## src/rtl/search_stall_unit_pkg.sv

```systemverilog
// Shared definitions for the search/stall unit: modes, ALU ops, opcodes, FSM states.
package search_stall_unit_pkg;

    // Requested stall modes; the first two start a bracket search.
    typedef enum logic [2:0] {
        SEARCH_FWD = 3'd0,
        SEARCH_BWD = 3'd1,
        WRITE_PC   = 3'd2,
        READ_PC    = 3'd3,
        WRITE_POP  = 3'd4
    } STALL_STATE;

    // Direction of the last nesting counter update.
    typedef enum logic {
        ALU_INC = 1'b0,
        ALU_DEC = 1'b1
    } ALU_OP;

    // Fetched opcodes; CBF opens a bracket, CBB closes one.
    typedef enum logic [2:0] {
        OP_NOP   = 3'd0,
        OP_PLUS  = 3'd1,
        OP_MINUS = 3'd2,
        OP_LEFT  = 3'd3,
        OP_RIGHT = 3'd4,
        OP_OUT   = 3'd5,
        CBF      = 3'd6,
        CBB      = 3'd7
    } op_code;

    // Sequencer states.
    typedef enum logic [1:0] {
        IDLE   = 2'd0,
        SEARCH = 2'd1,
        WAIT   = 2'd2,
        ERROR  = 2'd3
    } fsm_state_t;

    // True for the two modes that run a bracket search.
    function automatic logic is_search_mode(input STALL_STATE mode);
        return (mode == SEARCH_FWD) || (mode == SEARCH_BWD);
    endfunction

endpackage

```

## src/rtl/search_stall_unit_counter.sv

```systemverilog
// Bracket nesting counter: synchronous load to 1, saturating increment,
// decrement that stops at zero, plus decode flags for the sequencer.
module nest_counter
    import search_stall_unit_pkg::*;
#(
    parameter int NEST_W = 8
) (
    input  logic              clk,
    input  logic              rst_n,
    input  logic              load,
    input  logic              inc,
    input  logic              dec,
    output logic [NEST_W-1:0] count,
    output logic              at_max,
    output logic              at_one
);

    logic [NEST_W-1:0] count_r;

    assign count  = count_r;
    assign at_max = (count_r == {NEST_W{1'b1}});
    assign at_one = (count_r == {{(NEST_W-1){1'b0}}, 1'b1});

    // Counter register: load has priority, increment never wraps past all-ones.
    always_ff @(posedge clk or negedge rst_n) begin
        if (!rst_n) begin
            count_r <= {NEST_W{1'b0}};
        end else if (load) begin
            count_r <= {{(NEST_W-1){1'b0}}, 1'b1};
        end else if (inc && !at_max) begin
            count_r <= count_r + {{(NEST_W-1){1'b0}}, 1'b1};
        end else if (dec && (count_r != {NEST_W{1'b0}})) begin
            count_r <= count_r - {{(NEST_W-1){1'b0}}, 1'b1};
        end else begin
            count_r <= count_r;
        end
    end

endmodule

```

## src/rtl/search_stall_unit.sv

```systemverilog
// Pipeline stall sequencer: holds the pipeline during bracket searches
// (tracking nesting depth) or for a fixed number of cycles.
module search_stall_unit
    import search_stall_unit_pkg::*;
#(
    parameter int NEST_W      = 8,
    parameter int WAIT_CYCLES = 1
) (
    input  logic              clk,
    input  logic              rst_n,
    input  logic              enter,
    input  STALL_STATE        starting,
    input  op_code            instruction,
    input  logic              instr_valid,
    output logic              stalling,
    output logic              done,
    output logic [NEST_W-1:0] nest_depth,
    output logic              overflow,
    output ALU_OP             alu_op
);

    // Wait counter starts at WAIT_CYCLES; done is raised in the cycle it reads 1.
    localparam logic [3:0] WAIT_LOAD = 4'(WAIT_CYCLES);

    fsm_state_t  state_r;
    logic        search_bwd_r;
    logic [3:0]  wait_cnt_r;
    logic        stalling_r;
    logic        done_r;
    logic        overflow_r;
    ALU_OP       alu_op_r;

    logic        up_s;
    logic        down_s;
    logic        cnt_load_s;
    logic        cnt_inc_s;
    logic        cnt_dec_s;
    logic        at_max_s;
    logic        at_one_s;

    assign stalling = stalling_r;
    assign done     = done_r;
    assign overflow = overflow_r;
    assign alu_op   = alu_op_r;

    // Map the fetched opcode to deeper/shallower nesting for the latched direction.
    always_comb begin
        up_s   = 1'b0;
        down_s = 1'b0;
        if (instr_valid) begin
            if (search_bwd_r) begin
                up_s   = (instruction == CBB);
                down_s = (instruction == CBF);
            end else begin
                up_s   = (instruction == CBF);
                down_s = (instruction == CBB);
            end
        end else begin
            up_s   = 1'b0;
            down_s = 1'b0;
        end
    end

    // Counter control derived from the current state.
    always_comb begin
        cnt_load_s = 1'b0;
        cnt_inc_s  = 1'b0;
        cnt_dec_s  = 1'b0;
        case (state_r)
            IDLE: begin
                cnt_load_s = enter && is_search_mode(starting);
            end
            SEARCH: begin
                if (!done_r) begin
                    cnt_inc_s = up_s && !at_max_s;
                    cnt_dec_s = down_s;
                end else begin
                    cnt_inc_s = 1'b0;
                    cnt_dec_s = 1'b0;
                end
            end
            default: begin
                cnt_load_s = 1'b0;
            end
        endcase
    end

    nest_counter #(
        .NEST_W (NEST_W)
    ) u_nest_counter (
        .clk    (clk),
        .rst_n  (rst_n),
        .load   (cnt_load_s),
        .inc    (cnt_inc_s),
        .dec    (cnt_dec_s),
        .count  (nest_depth),
        .at_max (at_max_s),
        .at_one (at_one_s)
    );

    // Sequencer FSM with registered stall/done/overflow/alu outputs.
    always_ff @(posedge clk or negedge rst_n) begin
        if (!rst_n) begin
            state_r      <= IDLE;
            search_bwd_r <= 1'b0;
            wait_cnt_r   <= 4'd0;
            stalling_r   <= 1'b0;
            done_r       <= 1'b0;
            overflow_r   <= 1'b0;
            alu_op_r     <= ALU_INC;
        end else begin
            case (state_r)
                IDLE: begin
                    alu_op_r <= ALU_INC;
                    if (enter) begin
                        stalling_r <= 1'b1;
                        if (is_search_mode(starting)) begin
                            state_r      <= SEARCH;
                            search_bwd_r <= (starting == SEARCH_BWD);
                            done_r       <= 1'b0;
                        end else begin
                            state_r    <= WAIT;
                            wait_cnt_r <= WAIT_LOAD;
                            done_r     <= (WAIT_LOAD == 4'd1);
                        end
                    end else begin
                        stalling_r <= 1'b0;
                        done_r     <= 1'b0;
                    end
                end
                SEARCH: begin
                    if (done_r) begin
                        // Completion cycle is over: release the pipeline.
                        state_r    <= IDLE;
                        stalling_r <= 1'b0;
                        done_r     <= 1'b0;
                        alu_op_r   <= ALU_INC;
                    end else if (up_s) begin
                        alu_op_r <= ALU_INC;
                        if (at_max_s) begin
                            overflow_r <= 1'b1;
                            state_r    <= ERROR;
                        end else begin
                            overflow_r <= overflow_r;
                        end
                    end else if (down_s) begin
                        alu_op_r <= ALU_DEC;
                        done_r   <= at_one_s;
                    end else begin
                        alu_op_r <= alu_op_r;
                    end
                end
                WAIT: begin
                    if (wait_cnt_r != 4'd0) begin
                        wait_cnt_r <= wait_cnt_r - 4'd1;
                    end else begin
                        wait_cnt_r <= 4'd0;
                    end
                    if (done_r) begin
                        state_r    <= IDLE;
                        stalling_r <= 1'b0;
                        done_r     <= 1'b0;
                    end else begin
                        done_r <= (wait_cnt_r == 4'd2);
                    end
                end
                ERROR: begin
                    // Locked until reset.
                    stalling_r <= 1'b1;
                    done_r     <= 1'b0;
                    overflow_r <= 1'b1;
                end
                default: begin
                    state_r    <= IDLE;
                    stalling_r <= 1'b0;
                    done_r     <= 1'b0;
                end
            endcase
        end
    end

endmodule

```

## config.mk

```make
export PLATFORM = sky130hd
export DESIGN_NAME = search_stall_unit
export DESIGN_NICKNAME = d
export VERILOG_FILES = /design/src/rtl/search_stall_unit_pkg.sv /design/src/rtl/search_stall_unit_counter.sv /design/src/rtl/search_stall_unit.sv
export SDC_FILE = /design/constraint.sdc
export NUM_CORES = 1
export LEC_CHECK = 0
export ABC_AREA = 1
export BUFFER_PORTS_ARGS = -buffer_cell sky130_fd_sc_hd__buf_2
export CAP_MARGIN = 40
export CORE_MARGIN = 5
export CORE_UTILIZATION = 52
export DETAILED_ROUTE_END_ITERATION = 7
export PLACE_DENSITY = 0.74
export SLEW_MARGIN = 20
export SYNTH_ARGS = -nofsm -noshare
export SYNTH_HDL_FRONTEND = slang
export SYNTH_SLANG_ARGS = --single-unit
export TNS_END_PERCENT = 10
```

## constraint.sdc

```tcl
create_clock -name clk -period 1.8 [get_ports clk]
set_clock_uncertainty 0.05 [all_clocks]
set_input_delay 0.18 -clock clk [delete_from_list [all_inputs] [get_ports clk]]
set_output_delay 0.18 -clock clk [all_outputs]
set_load 0.1 [all_outputs]
```

Word-level counts from Yosys, hierarchy flattened
Index checks and enable logic that the tools add are counted.

Flip-flop bits (word level): 19. Input port bits: 10. Output and inout bits: 12. Word-level logic and storage cells: 92.

$add $sub $neg: 3. Equality and inequality tests: 19. Muxes and demuxes: 41. Reduce and logical (&&, ||, !) cells: 21.

Operator list (number): 2-to-1 mux 8 bit (3); 2-to-1 mux 1 bit (23); 2-to-1 mux 2 bit (6); 2-to-1 mux 4 bit (3); inequality test 2 bit (second input constant) (5); adder 8 x 1 -> 8 bit (second input constant) (1); equality test 8 x 1 -> 1 bit (second input constant) (1); equality test 8 bit (second input constant) (1); case mux 4 bit (2 select lines) (1); nonzero test 8 bit (1); subtractor 8 x 1 -> 8 bit (second input constant) (1); equality test 3 bit (second input constant) (2); case mux 2 bit (3 select lines) (1); AND reduction 3 bit (2); nonzero test 2 bit (3); nonzero test 3 bit (2); AND reduction 5 bit (1); equality test 2 bit (second input constant) (2); equality test 4 x 2 -> 1 bit (second input constant) (1); logical AND 1 bit (4); inequality test 2 x 1 -> 1 bit (second input constant) (2); inequality test 4 bit (second input constant) (1); case mux 1 bit (2 select lines) (2); case mux 1 bit (4 select lines) (1); other kinds (14) (14).

Depth between registers and ports, before layout
Gate-level depths: netlist (run 1).

Depth after elaboration: 9. Mapped depth: 12.

By module
A second synthesis (run 1) with hierarchy kept.

Cell total of the unflattened synthesis: 228. Area total of the unflattened synthesis: 1584.0 µm².

By module, submodules not included: nest_counter (instances 1, cells an instance 126, area each 839.6 µm²); search_stall_unit (instances 1, cells an instance 102, area each 744.5 µm²).

Worst setup path after synthesis (run 1)
Ideal clock, no wire load.

Kind: register to register. Start: register u_nest_counter.count_r[0], in the netlist u_nest_counter.count[0]. End: register u_nest_counter.count_r[6], in the netlist u_nest_counter.count[6]. Setup time: 123 ps. Arrival time: 2304 ps. Path slack: -677 ps. Cell stages (with the launch flop): 10. Clock period less this slack: 2477 ps. Cells stage by stage: dfrtp_1 -> inv_1 -> ha_1 -> nand2_1 -> o21ai_0 -> nor2_1 -> nor2_8 -> buf_12 -> nand2_1 -> o21ai_2.

Cells in the longest elaborated chain, start to end: 8.

RTL lines: start, declared (line search_stall_unit_counter.sv:18) `logic [NEST_W-1:0] count_r;`; start signal, assigned (line search_stall_unit_counter.sv:27) `count_r <= {NEST_W{1'b0}};`; start signal, assigned (line search_stall_unit_counter.sv:29) `count_r <= {{(NEST_W-1){1'b0}}, 1'b1};`; start signal, assigned (line search_stall_unit_counter.sv:31) `count_r <= count_r + {{(NEST_W-1){1'b0}}, 1'b1};`; branches (longest 8 deep; another with subtractor 8 x 1 -> 8 bit).

Several ways; the timed one is not identified. The select of a mux whose other input is x is not followed. A chain may end at the register's enable or synchronous reset.

Worst setup path after layout (run 1)
Start: register u_nest_counter.count_r[0], in the netlist u_nest_counter.count[0]. End: register u_nest_counter.count_r[4], in the netlist u_nest_counter.count[4].

The elaborated chain is that of the path after synthesis.

==> results of run 1 <==
## critical path, stage by stage, from the launching register on
cell     delay (ps)
dfrtp_4         480
ha_4            150
nand2_2          70
nor2_4          110
nand2_2          90
nand2_4          80
inv_4            40
nand2_8          80
nand2_4          70
nor2_8          180
buf_4           160
nand2_2          50
o21ai_2          50
## area by class of cell
| class | instances | area share (%) |
|---|---|---|
| inverters | 32 | 6.43 |
| flip-flops and latches | 19 | 26.4 |
| multi-input cells | 168 | 50.5 |
| repair buffers | 40 | 13.1 |
| clock buffers | 3 | 1.18 |
| well taps | 33 | 2.16 |
| clock inverters | 1 | 0.262 |
## power by group through the flow
| stage | logic (uW) | registers, uW | clock network [uW] |
|---|---|---|---|
| floorplan | 1300 | 1570 | 0 |
| global placement | 2380 | 900 | 0 |
| detailed placement | 2380 | 905 | 0 |
| CTS | 2390 | 900 | 233 |
| global route | 2740 | 925 | 258 |
| finish | 2500 | 894 | 219 |
## synthesized netlist by cell type, drive strengths merged
cell     n  share of area [%]
xor2     4                2.2
o21ai   17                7.2
o31ai    2               0.94
xnor2    2                1.1
nand3   19                6.0
nand2   69                 19
buf      5                3.2
a21oi    4                1.3
nor3     1               0.31
o21bai   1               0.47
nand4    5                2.0
dfrtp   19                 30
a21boi   1               0.47
nor2    31                9.6
ha       9                7.1
o22ai    2               0.79
inv     32                7.7
a31oi    1               0.39
## per-stage QoR
stage | utilization (%) | hold WS [ps] | TNS [ps] | std cells
after floorplan | - | -166 | -563 | 224
final | 63.5 | 32.6 | 0 | 296
after CTS | 60.6 | 22.5 | 0 | 285
after global routing | 63.5 | 17.3 | -97.6 | 296
after global placement | 59.3 | 107 | 0 | 280
after detailed placement | 59.3 | 106 | 0 | 280
## state kept, by name, summed over array words and instances (netlist names)
name	flops
state_r	2
stalling	1
u_nest_counter.count	8
alu_op	1
overflow	1
done	1
wait_cnt_r	4
search_bwd_r	1
## repair_timing
action | 4_1_cts | 5_1_grt
hold buffers | 1 | 0
hold endpoints to repair | 19 | 0
resized for setup | 0 | 3
setup buffers | 0 | 11
setup endpoints to repair | 0 | 8
## logic make-up after synthesis
| kind of cell | share of synthesized area [%] |
|---|---|
| compound gates | 11.5 |
| xor+xnor | 3.30 |
| fa+ha+maj | 7.07 |
| buf+inv | 10.9 |
| flops | 29.9 |
| simple gates | 37.3 |
## final timing paths
| kind | cells past startpoint | to | slack (ps) | start |
|---|---|---|---|---|
| hold reg to reg | 2 | overflow | 440 | overflow |
| min in group asynchronous | 2 | search_bwd_r | 290 | rst_n |
| max in group asynchronous | 2 | u_nest_counter.count[0] | 1060 | rst_n |
| setup / recovery | 12 | u_nest_counter.count[4] | 70 | u_nest_counter.count[0] |
| setup reg to reg | 12 | u_nest_counter.count[4] | 70 | u_nest_counter.count[0] |
| hold / removal | 3 | search_bwd_r | 30 | starting[0] |
## layout by cell type, fill, tap and decap left out, types with 2 or more instances in the layout
cell type	netlist	routed
nand2_1	58	58
inv_1	30	29
nor2_1	26	25
buf_2	1	21
nand3_1	19	19
buf_4	2	18
dfrtp_1	19	9
nand2_2	8	8
o21ai_0	9	8
o21ai_2	8	8
ha_1	9	8
dfrtp_4	0	6
nand4_1	5	5
xor2_1	4	4
a21oi_1	4	4
dfrtp_2	0	4
nor2_4	2	3
clkbuf_4	0	3
inv_2	1	2
o22ai_1	2	2
nor2_2	2	2
nand2_4	2	2
xnor2_1	2	2
o31ai_1	2	2
## metal layers
layer  share of wire [%]  GRT usage, %  vias to the layer above  wire length [um]
met1                  47          22.2                      634              1600
met4                 1.3          5.44                        0                44
met3                 3.1          2.56                        4               104
li1                    -             -                      787                 -
met2                  49          30.2                       22              1650
met5                   0             0                        -                 0
==> results.cfg, run 1 <==
[routing]
via_count = 1447
drtIter0Drc = 72
vias_per_cell = 4.89
ant_nets = 0
wl_per_cell_um = 11.5
drc = 0
wirelength_mm = 3.40
firstDrtPassIters = 4

[sta]
finalHoldViolations = 0
period_share_pct = 96.1
finalSetupViolations = 0
worst_slack_ps = 70.2
layout_min_cycle_time_ps = 1730
rsz0062_at_grt = yes
max_freq_mhz = 578
drv_slew = 0
max_slew_margin_pct = 66.5
worst_slew_pin_slew_ps = 506

[floorplan]
dieArea_um2 = 4270
initial_utilization_pct = 53.0
die_h_um = 65.3
core_um2 = 3000
die_w_um = 65.3
ios = 22
rows = 20

[pwr]
ir_drop_uv = 1180
internal_power_uw = 1460
seqPwrFrac_pct = 24.7
leakage_uw = 0.000985
power_uw = 3620
pwr-share-clk_pct = 6.1
p_sw_share_pct = 59.7
power_density_nw_per_um2 = 1900
p_sw_uw = 2160
pwr-share-comb_pct = 69.2

[global_route]
grt_max_degree = 20
grt_pass1_wl_mm = 5.73
grt_pass1_vias = 1271
antenna_found_initial = 0
grt_use_total_pct = 17.4
gr-total-overflow = 0

[worst_setup_path]
end_kind = flip-flop
critical_path_class = reg2reg
path_max_fanout = 10
worstPathRequired_ps = 1980
start_kind = flip-flop
cp.arrival_ps = 1910

[cells_and_area]
layout.nets = 283
multiInputGateArea_um2 = 963
final_area_um2 = 1910
synthToLayoutAreaGrowth_pct = 19.8
diodes = 0
nFillCells = 275
drive_gt1_share_pct = 31.2
regArea_um2 = 503

[clock_network]
clk_pin_slew_worst_paths_ps = 110
cts_tree = done
cts_buffers = 3
clkSinkCount = 19
cts_root_buf = clkbuf_4
cts.path.max_buffers = 2
clk_latency_ps = 300
cts_htree_levels = 1

[worst_hold_path]
min_path_type = in2reg

[place]
gp_congestion = 0.884
port_buffers = 21
place_hpwl_mm = 2.62
post_dp_cell_area_um2 = 1780
post-place-ws_ps = 56.2

[logic_synthesis]
syn_area_um2 = 1590
synth_cell_types = 30
ys_ff_latch = 19
syn_nets = 243
avgSynthCellArea_um2 = 7.11
syn_inst = 224
seq_area_frac_synth_pct = 29.9
yosysWarnings = 0

[outcome]
outcome = completed

[run]
maxCapViolCount = 0
Note: power is estimated with default switching activity, not from simulation.
==> run 2: changes to the inputs <==
- CORE_UTILIZATION: 52 -> 50
- PLACE_DENSITY: 0.74 -> 0.72
- REMOVE_ABC_BUFFERS: not set -> 1
==> run 2 against run 1 <==
  * Final cell count grew 4.1%
  * Core utilization shrank 1.0 points
  * Critical path type unchanged
  * Critical endpoint is now u_nest_counter.count[2]
  * Combinational power grew 5%
  * Cell area is essentially flat
==> results.cfg, run 2 (same netlist as run 1, synthesis figures left out) <==
[outcome]
outcome = completed

[run]
maxCapViolCount = 0

[floorplan]
dieArea_um2 = 4410
core_um2 = 3050
die_w_um = 66.4
die_h_um = 66.4
ios = 22
initial_utilization_pct = 52.2
rows = 20

[routing]
vias_per_cell = 4.80
firstDrtPassIters = 4
via_count = 1478
drtIter0Drc = 78
ant_nets = 0
wl_per_cell_um = 11.1
drc = 0
wirelength_mm = 3.43

[cells_and_area]
drive_gt1_share_pct = 27.3
layout.nets = 284
synthToLayoutAreaGrowth_pct = 19.9
mostFrequentLayoutCells = nand2_1, inv_1, nor2_1
largest_register_ffs = 8
layout_commonest_cell = nand2_1
final_area_um2 = 1910
stdcell_count = 308
diodes = 0

[worst_setup_path]
r2r_slack_ps = 80
slowest_delay_ps = 410
end_kind = flip-flop
cp_cell_sequence = ha_2 -> nand2_2 -> nor2_4 -> nand2_2 -> nand2_4 -> inv_4 -> nand2_8 -> nand2_4 -> nor2_8 -> buf_4 -> o21ai_2
start_kind = flip-flop
path_max_fanout = 8
r2r_start = u_nest_counter.count[1]
cp.arrival_ps = 1870
critical_path_class = reg2reg
critPathSlowestCell = dfrtp_1
rr_endpoint = u_nest_counter.count[2]
r2r_cells = 11
worstPathRequired_ps = 1950

[place]
port_buffers = 21
post_dp_cell_area_um2 = 1790
post-place-ws_ps = 39.4
place_hpwl_mm = 2.65
gp_congestion = 0.854
place_inst = 296

[sta]
finalSetupViolations = 0
max_slew_margin_pct = 67.7
max_freq_mhz = 581
period_share_pct = 95.6
layout_min_cycle_time_ps = 1720
worst_slew_pin_slew_ps = 488
drv_slew = 0
finalHoldViolations = 0
worst_slack_ps = 79.0

[clock_network]
cts_buffers = 3
cts_root_buf = clkbuf_4
clk_latency_ps = 300
clk_pin_slew_worst_paths_ps = 110
cts_tree = done
cts.path.max_buffers = 2
clkSinkCount = 19
cts_htree_levels = 1

[worst_hold_path]
min_path_type = in2reg
min_from = starting[0]
worstHoldEndpoint = search_bwd_r
hold_depth = 3

[pwr]
ir_drop_uv = 1260
leakage_uw = 0.00101
power_density_nw_per_um2 = 1880

[global_route]
grt.met1_usage_pct = 23.1
grt_pass1_wl_mm = 5.93
grtUsageMet2_pct = 28.4
grt_pass1_vias = 1340
antenna_found_initial = 0
grt_util_met3_pct = 3.57
top_usage_layer = met2
gr-total-overflow = 0
grt_use_total_pct = 17.2
grt_max_degree = 20
## run 2: power by group
part | internal [uW] | leakage (uW) | switching, uW
Sequential | 575 | 0.000238 | 170
Clock | 86.3 | 0.0000150 | 133
Combinational | 778 | 0.000755 | 1840
Total | 1440 | 0.00101 | 2140
## run 2: final cells by class
| type | count | area, um2 |
|---|---|---|
| Timing Repair Buffer | 41 | 274 |
| Sequential cell | 19 | 475 |
| Clock buffer | 4 | 26.3 |
| Inverter | 32 | 123 |
| Fill cell | 294 | 1140 |
| Tap cell | 44 | 55.1 |
| Multi-Input combinational cell | 168 | 956 |
## run 2: stage by stage
stage / TNS, ps / hold WS (ps) / utilization (%) / total power (uW)
5_1_grt: -133 / 81.8 / 62.5 / 3890
4_1_cts: 0 / 49.4 / 59.9 / 3500
3_5_place_dp: 0 / 97.8 / 58.7 / 3270
2_1_floorplan: -6110 / -166 / - / 2720
3_3_place_gp: 0 / 107 / 58.7 / 3250
6_report: 0 / 51.2 / 62.5 / 3580
## run 2: metal layers
layer	share of wire, %	up-vias
li1	-	791
met1	48	658
met2	47	25
met3	4.1	4
met4	0.85	0
met5	0	-
## run 2: repair_timing
item | 4_1_cts | 5_1_grt
hold endpoints to repair | 19 | 0
setup buffers | 0 | 7
resized for setup | 0 | 5
hold buffers | 1 | 0
setup endpoints to repair | 0 | 8
## run 2: critical path, delay by kind of cell, from the launching register on
kind                     cells  cell delay (ps)
adder cells (fa/ha/maj)      1              210
buffers and inverters        2              210
flip-flops                   1              410
AND/OR/NAND/NOR              7              700
AO/OA/AOI/OAI                1               60
## run 2: worst max path at each step
| stage | cells after the start | slack, ps | end | from |
|---|---|---|---|---|
| floorplan | 11 | -660 | u_nest_counter.count[6] | u_nest_counter.count[1] |
| global placement | 11 | 90 | u_nest_counter.count[6] | u_nest_counter.count[1] |
| detailed placement | 11 | 40 | u_nest_counter.count[7] | u_nest_counter.count[1] |
| CTS | 11 | 10 | u_nest_counter.count[7] | u_nest_counter.count[1] |
| global route | 12 | -30 | u_nest_counter.count[7] | u_nest_counter.count[1] |
| finish | 11 | 80 | u_nest_counter.count[2] | u_nest_counter.count[1] |
==> run 3: changes to the inputs <==
- CORE_UTILIZATION: 50 -> 52
- PLACE_DENSITY: 0.72 -> 0.74
- RECOVER_POWER: not set -> 100
==> run 3 against run 2 <==
  * Die area is 3.3% lower
  * Non-clock buffer count increased by 4
  * Routed wire length is 6.6% higher
  * Highest routed layer unchanged
==> results.cfg, run 3 (same netlist as run 1, synthesis figures left out) <==
[outcome]
outcome = completed

[place]
place_hpwl_mm = 2.64
post_dp_cell_area_um2 = 1790
post-place-ws_ps = 42.8
place_inst = 286
port_buffers = 21
gp_congestion = 0.845

[pwr]
power_uw = 3670
ir_drop_uv = 1390
power_density_nw_per_um2 = 1880
leakage_uw = 0.00103

[worst_setup_path]
worstPathRequired_ps = 1970
start_kind = flip-flop
path_max_fanout = 8
cp.arrival_ps = 1890
critical_path_class = reg2reg
r2r_start = u_nest_counter.count[1]
setup.worst_path.start = u_nest_counter.count[1]
end_kind = flip-flop

[floorplan]
dieArea_um2 = 4270
die_h_um = 65.3
die_w_um = 65.3
initial_utilization_pct = 53.0
core_um2 = 3000
rows = 20
ios = 22

[routing]
via_count = 1509
vias_per_cell = 5.00
firstDrtPassIters = 4
drtIter0Drc = 62
ant_nets = 0
drc = 0
wl_per_cell_um = 12.1
wirelength_mm = 3.65

[sta]
worst_slack_ps = 77.3
drv_slew = 0
layout_min_cycle_time_ps = 1720
period_share_pct = 95.7
finalHoldViolations = 0
finalSetupViolations = 0
max_freq_mhz = 580
worst_slew_pin_slew_ps = 1090
max_slew_margin_pct = 27.2

[worst_hold_path]
min_path_type = in2reg
min_from = starting[0]

[cells_and_area]
final_area_um2 = 1950
largest_register_ffs = 8
diodes = 0
post-route-util_pct = 65.0
drive_gt1_share_pct = 29.4
stdcell_count = 302
layout.nets = 289
mostFrequentLayoutCells = nand2_1, inv_1, nor2_1
layout_commonest_cell = nand2_1
synthToLayoutAreaGrowth_pct = 22.5

[clock_network]
cts_buffers = 3
clkSinkCount = 19
cts_htree_levels = 1
clk_latency_ps = 310
cts_tree = done
clk_pin_slew_worst_paths_ps = 130
cts.path.max_buffers = 2
cts_root_buf = clkbuf_4

[global_route]
grt_use_total_pct = 17.8
grt_pass1_vias = 1419
grt_max_degree = 20
grt_pass1_wl_mm = 6.07
antenna_found_initial = 0
gr-total-overflow = 0

[run]
maxCapViolCount = 0
-- run 3: changes by cell type in the layout (fill, tap and decap cells not counted) --
| cell | before | now |
|---|---|---|
| buf_2 | 21 | 17 |
| buf_4 | 17 | 22 |
| buf_6 | 1 | 0 |
| clkbuf_2 | 0 | 3 |
| clkinv_2 | 0 | 1 |
| inv_1 | 30 | 29 |
| inv_2 | 1 | 2 |
| nand2_4 | 2 | 1 |
| nand2_8 | 1 | 2 |
| nor2_2 | 2 | 1 |
| nor2_4 | 3 | 5 |
| o21ai_0 | 9 | 8 |
| o21ai_2 | 8 | 9 |
-- run 3: critical path, cell delays in order, from the launching register on --
cell	delay [ps]
dfrtp_1	400
ha_2	210
nand2_2	90
nor2_4	120
nand2_2	90
nand2_4	90
inv_4	50
nand2_8	100
nand2_8	70
nor2_8	170
buf_4	150
o21ai_2	50
-- run 3: worst paths after layout --
check | endpoint | slack (ps) | cells past startpoint
worst min register to register | overflow | 460 | 2
worst min-delay path | search_bwd_r | 20 | 3
max in group asynchronous | wait_cnt_r[1] | 520 | 2
min in group asynchronous | u_nest_counter.count[3] | 540 | 2
worst max register to register | u_nest_counter.count[5] | 80 | 11
worst max-delay path | u_nest_counter.count[5] | 80 | 11
-- run 3: routing by layer --
metal	GRT usage, %	part of all wire [%]	up-vias
met5	0	0	-
met3	2.91	3.6	2
met2	29.5	47	28
met4	4.15	0.36	0
li1	-	-	796
met1	24.4	49	683
-- run 3: per-stage QoR --
| step | setup TNS, ps | hold slack [ps] |
|---|---|---|
| after floorplan | -6110 | -166 |
| after global placement | 0 | 104 |
| after detailed placement | 0 | 108 |
| after CTS | 0 | 22.5 |
| after global routing | -111 | 47.3 |
| final | 0 | 16.1 |
-- run 3: layout make-up --
| type | count | area, um2 |
|---|---|---|
| Clock buffer | 3 | 22.5 |
| Clock inverter | 1 | 5.00 |
| Fill cell | 247 | 1050 |
| Inverter | 32 | 123 |
| Multi-Input combinational cell | 169 | 985 |
| Sequential cell | 19 | 475 |
| Tap cell | 33 | 41.3 |
| Timing Repair Buffer | 45 | 299 |
-- run 3: where the power goes --
part	leakage, uW	total [uW]	internal [uW]	switching [uW]
logic	0.000774	2680	814	1870
registers	0.000238	748	575	173
clock network	0.0000177	242	83.0	159
-- run 3: repair_timing --
item,4_1_cts,5_1_grt
resized for setup,0,9
endpoints found under the setup margin,0,8
endpoints found under the hold margin,19,0
buffers inserted,0,10
hold buffers,1,0
